**config.mk**
```make
export PLATFORM = sky130hd
export DESIGN_NAME = booth_iter_seq
export DESIGN_NICKNAME = d
export VERILOG_FILES = /design/src/rtl/booth_iter_seq.sv
export SDC_FILE = /design/constraint.sdc
export NUM_CORES = 1
export LEC_CHECK = 0
export CAP_MARGIN = 0
export CORE_UTILIZATION = 50
export CTS_BUF_LIST = sky130_fd_sc_hd__clkbuf_8
export CTS_CLUSTER_SIZE = 10
export DETAILED_ROUTE_END_ITERATION = 8
export PLACE_DENSITY = 0.79
export SETUP_SLACK_MARGIN = 0.02
export SLEW_MARGIN = 20
export SYNTH_ARGS = -nofsm -noshare
export SYNTH_HDL_FRONTEND = slang
export SYNTH_SLANG_ARGS = --single-unit
```
**constraint.sdc**
```tcl
create_clock -name clk_i -period 4 [get_ports clk_i]
set_clock_uncertainty 0.05 [all_clocks]
set_input_delay 0.8 -clock clk_i [delete_from_list [all_inputs] [get_ports clk_i]]
set_output_delay 0.8 -clock clk_i [all_outputs]
set_load 0.02 [all_outputs]
```
**src/rtl/booth_iter_seq.sv**
```systemverilog
// Iterative radix-4 Booth multiplier sequencer: drives a shared external Booth
// encoder for LENGTH/2 cycles and accumulates the shifted signed partial products.
module booth_iter_seq #(
   parameter int LENGTH = 32,
   parameter int CNT_W  = $clog2(LENGTH/2)
) (
   input  logic                  clk_i,
   input  logic                  rst_n_i,
   input  logic                  clear_i,
   input  logic                  in_valid_i,
   output logic                  in_ready_o,
   input  logic [LENGTH-1:0]     a_i,
   input  logic [LENGTH-1:0]     b_i,
   output logic [LENGTH-1:0]     pp_a_o,
   output logic [2:0]            pp_sel_o,
   input  logic [LENGTH+1:0]     pp_i,
   output logic                  out_valid_o,
   input  logic                  out_ready_i,
   output logic [2*LENGTH-1:0]   p_o,
   output logic                  busy_o
);

   typedef enum logic [1:0] {IDLE, BUSY, DONE} state_t;

   localparam logic [CNT_W-1:0] K_LAST = CNT_W'(LENGTH/2 - 1);

   state_t                state_q;
   logic [CNT_W-1:0]      k_q;
   logic [LENGTH-1:0]     a_q;
   logic [LENGTH-1:0]     b_q;
   logic [2*LENGTH-1:0]   acc_q;

   logic [LENGTH:0]       b_ext;
   logic [2*LENGTH-1:0]   pp_ext;

   // Appending a zero supplies the implicit B[-1]=0 for the first triplet.
   assign b_ext  = {b_q, 1'b0};
   assign pp_ext = {{(LENGTH-2){pp_i[LENGTH+1]}}, pp_i};

   assign pp_a_o      = a_q;
   assign pp_sel_o    = (state_q == BUSY) ? b_ext[{k_q, 1'b0} +: 3] : 3'b000;
   assign in_ready_o  = rst_n_i && (state_q == IDLE);
   assign out_valid_o = (state_q == DONE);
   assign p_o         = (state_q == DONE) ? acc_q : '0;
   assign busy_o      = (state_q != IDLE);

   // NOTE: all state lives in this one clocked block with non-blocking assignments,
   // so every register samples the pre-edge values of its neighbours.
   always_ff @(posedge clk_i) begin
      if (!rst_n_i) begin
         state_q <= IDLE;
         k_q     <= '0;
         a_q     <= '0;
         b_q     <= '0;
         acc_q   <= '0;
      end else if (clear_i) begin
         state_q <= IDLE;
         k_q     <= '0;
         acc_q   <= '0;
      end else begin
         unique case (state_q)
            IDLE: begin
               if (in_valid_i) begin
                  a_q     <= a_i;
                  b_q     <= b_i;
                  acc_q   <= '0;
                  k_q     <= '0;
                  state_q <= BUSY;
               end
            end
            BUSY: begin
               // Partial product k carries weight 4^k, i.e. a shift of 2k.
               acc_q <= acc_q + (pp_ext << {k_q, 1'b0});
               k_q   <= k_q + 1'b1;
               if (k_q == K_LAST) state_q <= DONE;
            end
            DONE: begin
               if (out_ready_i) state_q <= IDLE;
            end
            default: state_q <= IDLE;
         endcase
      end
   end

endmodule

```
; ---- After elaboration in Yosys (flattened, before gate mapping)
; Index checks and enable logic that the tools add are counted.
[word_totals]
ramBits = 0
latchBits = 0
input_bits = 103
n_memories = 0
romBits = 0
output_inout_bits = 102
reg_bits = 134
[op_classes]
n_shift = 2
add_sub_neg = 2
mux = 10
multipliers = 0
reduce_logical = 8
n_eq_ne = 6
n_lt_le_gt_ge = 0
bitwise_logic = 2
div = 0
[op_table]
columns = operator, n
row1 = 64-bit 2-to-1 mux, 2
row2 = 64-bit case mux with 2 select lines, 1
row3 = 64-bit adder, 1
row4 = 64-bit by 5-bit << shifter with 64-bit output, 1
row5 = 33-bit by 6-bit indexed part select with 3-bit output, 1
row6 = 4-bit case mux with 2 select lines, 1
row7 = 2-bit 2-to-1 mux, 3
row8 = 2-bit case mux with 3 select lines, 1
row9 = 3-bit AND reduction, 2
row10 = "4-bit by 1-bit adder with 4-bit output, second input constant", 1
row11 = "4-bit == test, second input constant", 1
row12 = 4-bit 2-to-1 mux, 1
row13 = "2-bit by 1-bit != test with 1-bit output, second input constant", 2
row14 = 2-bit nonzero test, 2
row15 = 3-bit 2-to-1 mux, 1
row16 = "2-bit by 1-bit == test with 1-bit output, second input constant", 1
row17 = "2-bit == test, second input constant", 1
row18 = 2-bit zero test, 1
row19 = "2-bit != test, second input constant", 1
row20 = 1-bit NOT, 2
row21 = 2-bit AND reduction, 1
row22 = 2-bit OR reduction, 1
row23 = 1-bit logical AND, 1

; ---- Longest topological paths before layout
[logic_depth]
word_depth = 3
depth_mapped = 21

; ---- Least setup slack after synthesis
; OpenSTA, ideal clock, no wires.
[synth_path]
path_type = register to register
from = register k_q[0]
to = register acc_q[61]
setup_ps = 117
t_arrival_ps = 3999
slack_ps = -166
stages_incl_launch_ff = 21
required_ps = 3833
synth_period_minus_slack_ps = 4166
cell_sequence = dfxtp_1 buf_2 clkbuf_1 clkbuf_1 nand2_1 o21ai_0 nor2_1 a21oi_1 a21oi_1 ha_1 buf_6 a21o_1 a21boi_2 o21a_1 o21ai_1 a221oi_2 a31oi_1 o2111ai_2 a21oi_2 or3_1 a32o_1
[synth_between]
elab_chain_len = 3
[synth_lines]
columns = item, line
row1 = start: declaration, 28  ; logic [CNT_W-1:0] k_q;
row2 = start signal: assignment, 74  ; k_q <= k_q + 1'b1;
row3 = 64-bit by 5-bit << shifter with 64-bit output, 73  ; acc_q <= acc_q + (pp_ext << {k_q, 1'b0});
row4 = 64-bit adder, 73
row5 = 64-bit case mux with 2 select lines, 61  ; unique case (state_q)
row6 = end signal: assignment, 73
row7 = end: declaration, 31  ; logic [2*LENGTH-1:0] acc_q;
; No other way between the ends.
; A chain may end at the register's enable or synchronous reset.

; ---- Worst setup path after layout
[layout_path]
from = register k_q[1]
to = register acc_q[62]
; Same word-level chain as after synthesis.

==> impl_metrics.json <==
{
  "cts-root-buf": "clkbuf_8",
  "n_antenna_cell": 0,
  "drt-total-wl_um": 44500,
  "synth_xor_area_share_pct": 4.73,
  "clk_latency_ns": 0.48,
  "tightest_slew_ns": 0.881,
  "grt-ovfl-total": 0,
  "gr-usage-met3_pct": 7.41,
  "vias_per_cell": 5.96,
  "whs_ns": 0.405,
  "synth.area.mux_share_pct": 8.77,
  "rsz0062_at_grt": "yes",
  "worstPathRequired_ns": 4.35,
  "synth_largest_area_cell": "dfxtp_1",
  "yosysWarnings": 0,
  "synth_seq_cells": 134,
  "synth_top_family_by_area": "compound AO/OA/AOI/OAI gates",
  "drtAntennaViolNets": 0,
  "cp.arrival_ns": 4.59,
  "route.vias.total": 13208,
  "met2_usage_pct": 61.7,
  "coreArea_um2": 21200,
  "setup_viol_count_final": 26,
  "maxCapViolations": 0,
  "fin_nets": 2095,
  "crit_path_end_kind": "flip-flop",
  "power_density_nw_per_um2": 216,
  "syn_area_um2": 10900,
  "placementRows": 53,
  "fin_ws_ns": -0.246,
  "grt.met1_usage_pct": 45.3,
  "cts_max_level": 4,
  "top_usage_layer": "met2",
  "place.gp.congestion": 1.00,
  "layout-drive-gt1-share_pct": 33.4,
  "drt_iter0_drc": 851,
  "failed_checks": "negative setup slack",
  "synth_fp_nets": 1612,
  "synthTopCellsByCount": "nand2_1 (248), a21oi_1 (177), dfxtp_1 (134)",
  "finalCritPeriodShare_pct": 106,
  "port-buffer-count": 204,
  "yosysMostFrequentCell": "nand2_1",
  "synth_top_area_share_pct": 24.6,
  "dieArea_um2": 22400,
  "n_fill_cell": 1375,
  "post_drt_wl_per_cell_um": 20.1,
  "critPathKind": "flip-flop to flip-flop",
  "drt-pass1-iter-count": 6,
  "synthSimpleGateAreaFrac_pct": 23.5,
  "grt_max_degree": 65,
  "synthCells": 1444,
  "synth_area_leaders": "dfxtp_1 (25%), nand2_1 (8.5%), a21oi_1 (8.1%)",
  "avgSynthCellArea_um2": 7.56,
  "async_reset_ff_share_pct": 0,
  "first_global_vias": 12438,
  "synth.distinct_cells": 84,
  "slew_violations": 0,
  "fin_crit_ns": 4.25,
  "grt_usage_pct": 36.6,
  "clock-sinks": 134,
  "clock_path_buffers": 2,
  "cts_made_buffers": 17,
  "start_util_pct": 51.5,
  "fin_util_pct": 81.8,
  "netSwitchingPower_uw": 1300,
  "status": "complete, but fails checks",
  "clockPowerShare_pct": 32.2,
  "max_clock_freq_mhz": 235,
  "power_frac_comb_pct": 30.3,
  "drc_errors": 0,
  "cts_tree": "yes",
  "synth_edf_count": 0,
  "grt_pass1_wl_um": 64000,
  "yosysSeqAreaShare_pct": 24.6,
  "fp.dieH_um": 150,
  "dp_hpwl_um": 30800,
  "fin_setup_tns_ns": -2.83,
  "p_leak_uw": 0.00732,
  "power_frac_seq_pct": 37.5,
  "clk_pin_slew_ns": 0.11,
  "slew_headroom_pct": 41.2,
  "hold_viol": 0,
  "vdd_ir_drop_max_uv": 295,
  "start_kind": "flip-flop",
  "synth_compound_area_share_pct": 25.8,
  "die_w_um": 150,
  "synthFlopType": "dfxtp_1",
  "place_ws_ns": -0.951,
  "synthAdderAreaFrac_pct": 7.52,
  "p_int_uw": 2440,
  "cp_max_fo": 6,
  "switching_share_pct": 34.8,
  "ios": 205,
  "hold_class": "flip-flop to flip-flop",
  "grt_antenna_before_repair": 0,
  "syn_to_final_growth_pct": 58.9
}
==> state kept, by name (all words and copies together), names as in the netlist <==
| register | flops |
|---|---|
| acc_q | 64 |
| b_q | 32 |
| k_q | 4 |
| pp_a_o | 32 |
| state_q | 2 |
==> through the flow <==
stage / std cells / power, µW / area (µm²)
finish: 2215 / 3740 / 17400
global route: 2215 / 3870 / 17400
floorplan: 1444 / 1890 / 10900
global placement: 2114 / 2340 / 15100
detailed placement: 2114 / 2350 / 15100
CTS: 2178 / 3570 / 16000
==> placed cells by master (no fill, tap or decap), drive strengths merged, types with 24 or more instances in the layout <==
master / netlist / layout
ha: 64 / 64
a21oi: 181 / 181
a21o: 50 / 50
nand3: 24 / 24
nor2: 122 / 122
xnor2: 37 / 37
dfxtp: 134 / 134
buf: 27 / 369
nand2: 250 / 250
mux2i: 36 / 36
clkdlybuf4s50: 0 / 170
and2: 74 / 74
inv: 20 / 29
o21ai: 81 / 81
a22oi: 33 / 33
==> final timing paths <==
kind	slack [ns]	start	depth (start not counted)	end
worst max register to register	-0.25	k_q[1]$_SDFFE_PP0P_	23	acc_q[62]$_SDFFE_PP0P_
worst min register to register	0.41	b_q[12]$_SDFFE_PN0P_	2	b_q[12]$_SDFFE_PN0P_
worst min-delay path	0.41	b_q[12]$_SDFFE_PN0P_	2	b_q[12]$_SDFFE_PN0P_
worst max-delay path	-0.25	k_q[1]$_SDFFE_PP0P_	23	acc_q[62]$_SDFFE_PP0P_
==> repair_timing <==
item                                   in CTS  in global routing
setup endpoints to repair                  37                 44
resized for setup                         137                221
pin swaps                                  33                108
endpoints found under the hold margin       0                  0
buffers inserted                           31                 40
cloned                                      1                  0
hold buffers                                0                  0
==> layout make-up <==
type	count	area [µm²]	share of cell area, %
clock buffer	17	234	1.35
multi-input combinational	1185	8920	51.4
tap	275	344	1.98
clock inverter	15	144	0.829
inverter	21	78.8	0.454
timing repair buffer	568	4940	28.5
sequential	134	2690	15.5
==> power by group through the flow <==
| stage | clock [µW] | sequential, µW | combinational (µW) |
|---|---|---|---|
| after floorplan | 0 | 1440 | 446 |
| after global placement | 0 | 1430 | 906 |
| after detailed placement | 0 | 1430 | 916 |
| after CTS | 1210 | 1400 | 963 |
| after global routing | 1260 | 1410 | 1200 |
| final | 1200 | 1400 | 1140 |
==> critical path: stages, from the launching register on <==
cell      delay (ns)
dfxtp_4         0.37
buf_12          0.12
buf_16          0.13
buf_4           0.14
nor2b_1         0.13
a211oi_1        0.06
a21oi_1         0.26
mux2i_1         0.16
buf_4           0.18
o22ai_4         0.20
ha_4            0.26
buf_4           0.14
a21oi_1         0.25
o21ba_2         0.22
o22ai_1         0.09
nor3_2          0.22
buf_4           0.16
o21ai_4         0.07
o21ai_4         0.26
a21oi_4         0.10
o21ai_2         0.14
buf_4           0.13
nand3_1         0.07
a32o_1          0.26
==> metal layers <==
| layer | up-vias | wire, µm |
|---|---|---|
| met5 | - | 0 |
| met4 | 0 | 2350 |
| met3 | 203 | 3890 |
| met2 | 700 | 20700 |
| met1 | 6216 | 17500 |
| li1 | 6089 | - |
==> cell families after synthesis <==
kind of cell | count (synthesis)
compound gates | 441
xor+xnor | 59
fa+ha+maj | 65
buf+inv | 125
flops | 134
mux | 66
simple gates | 554
No activity file was read; power rests on OpenSTA's default activity.
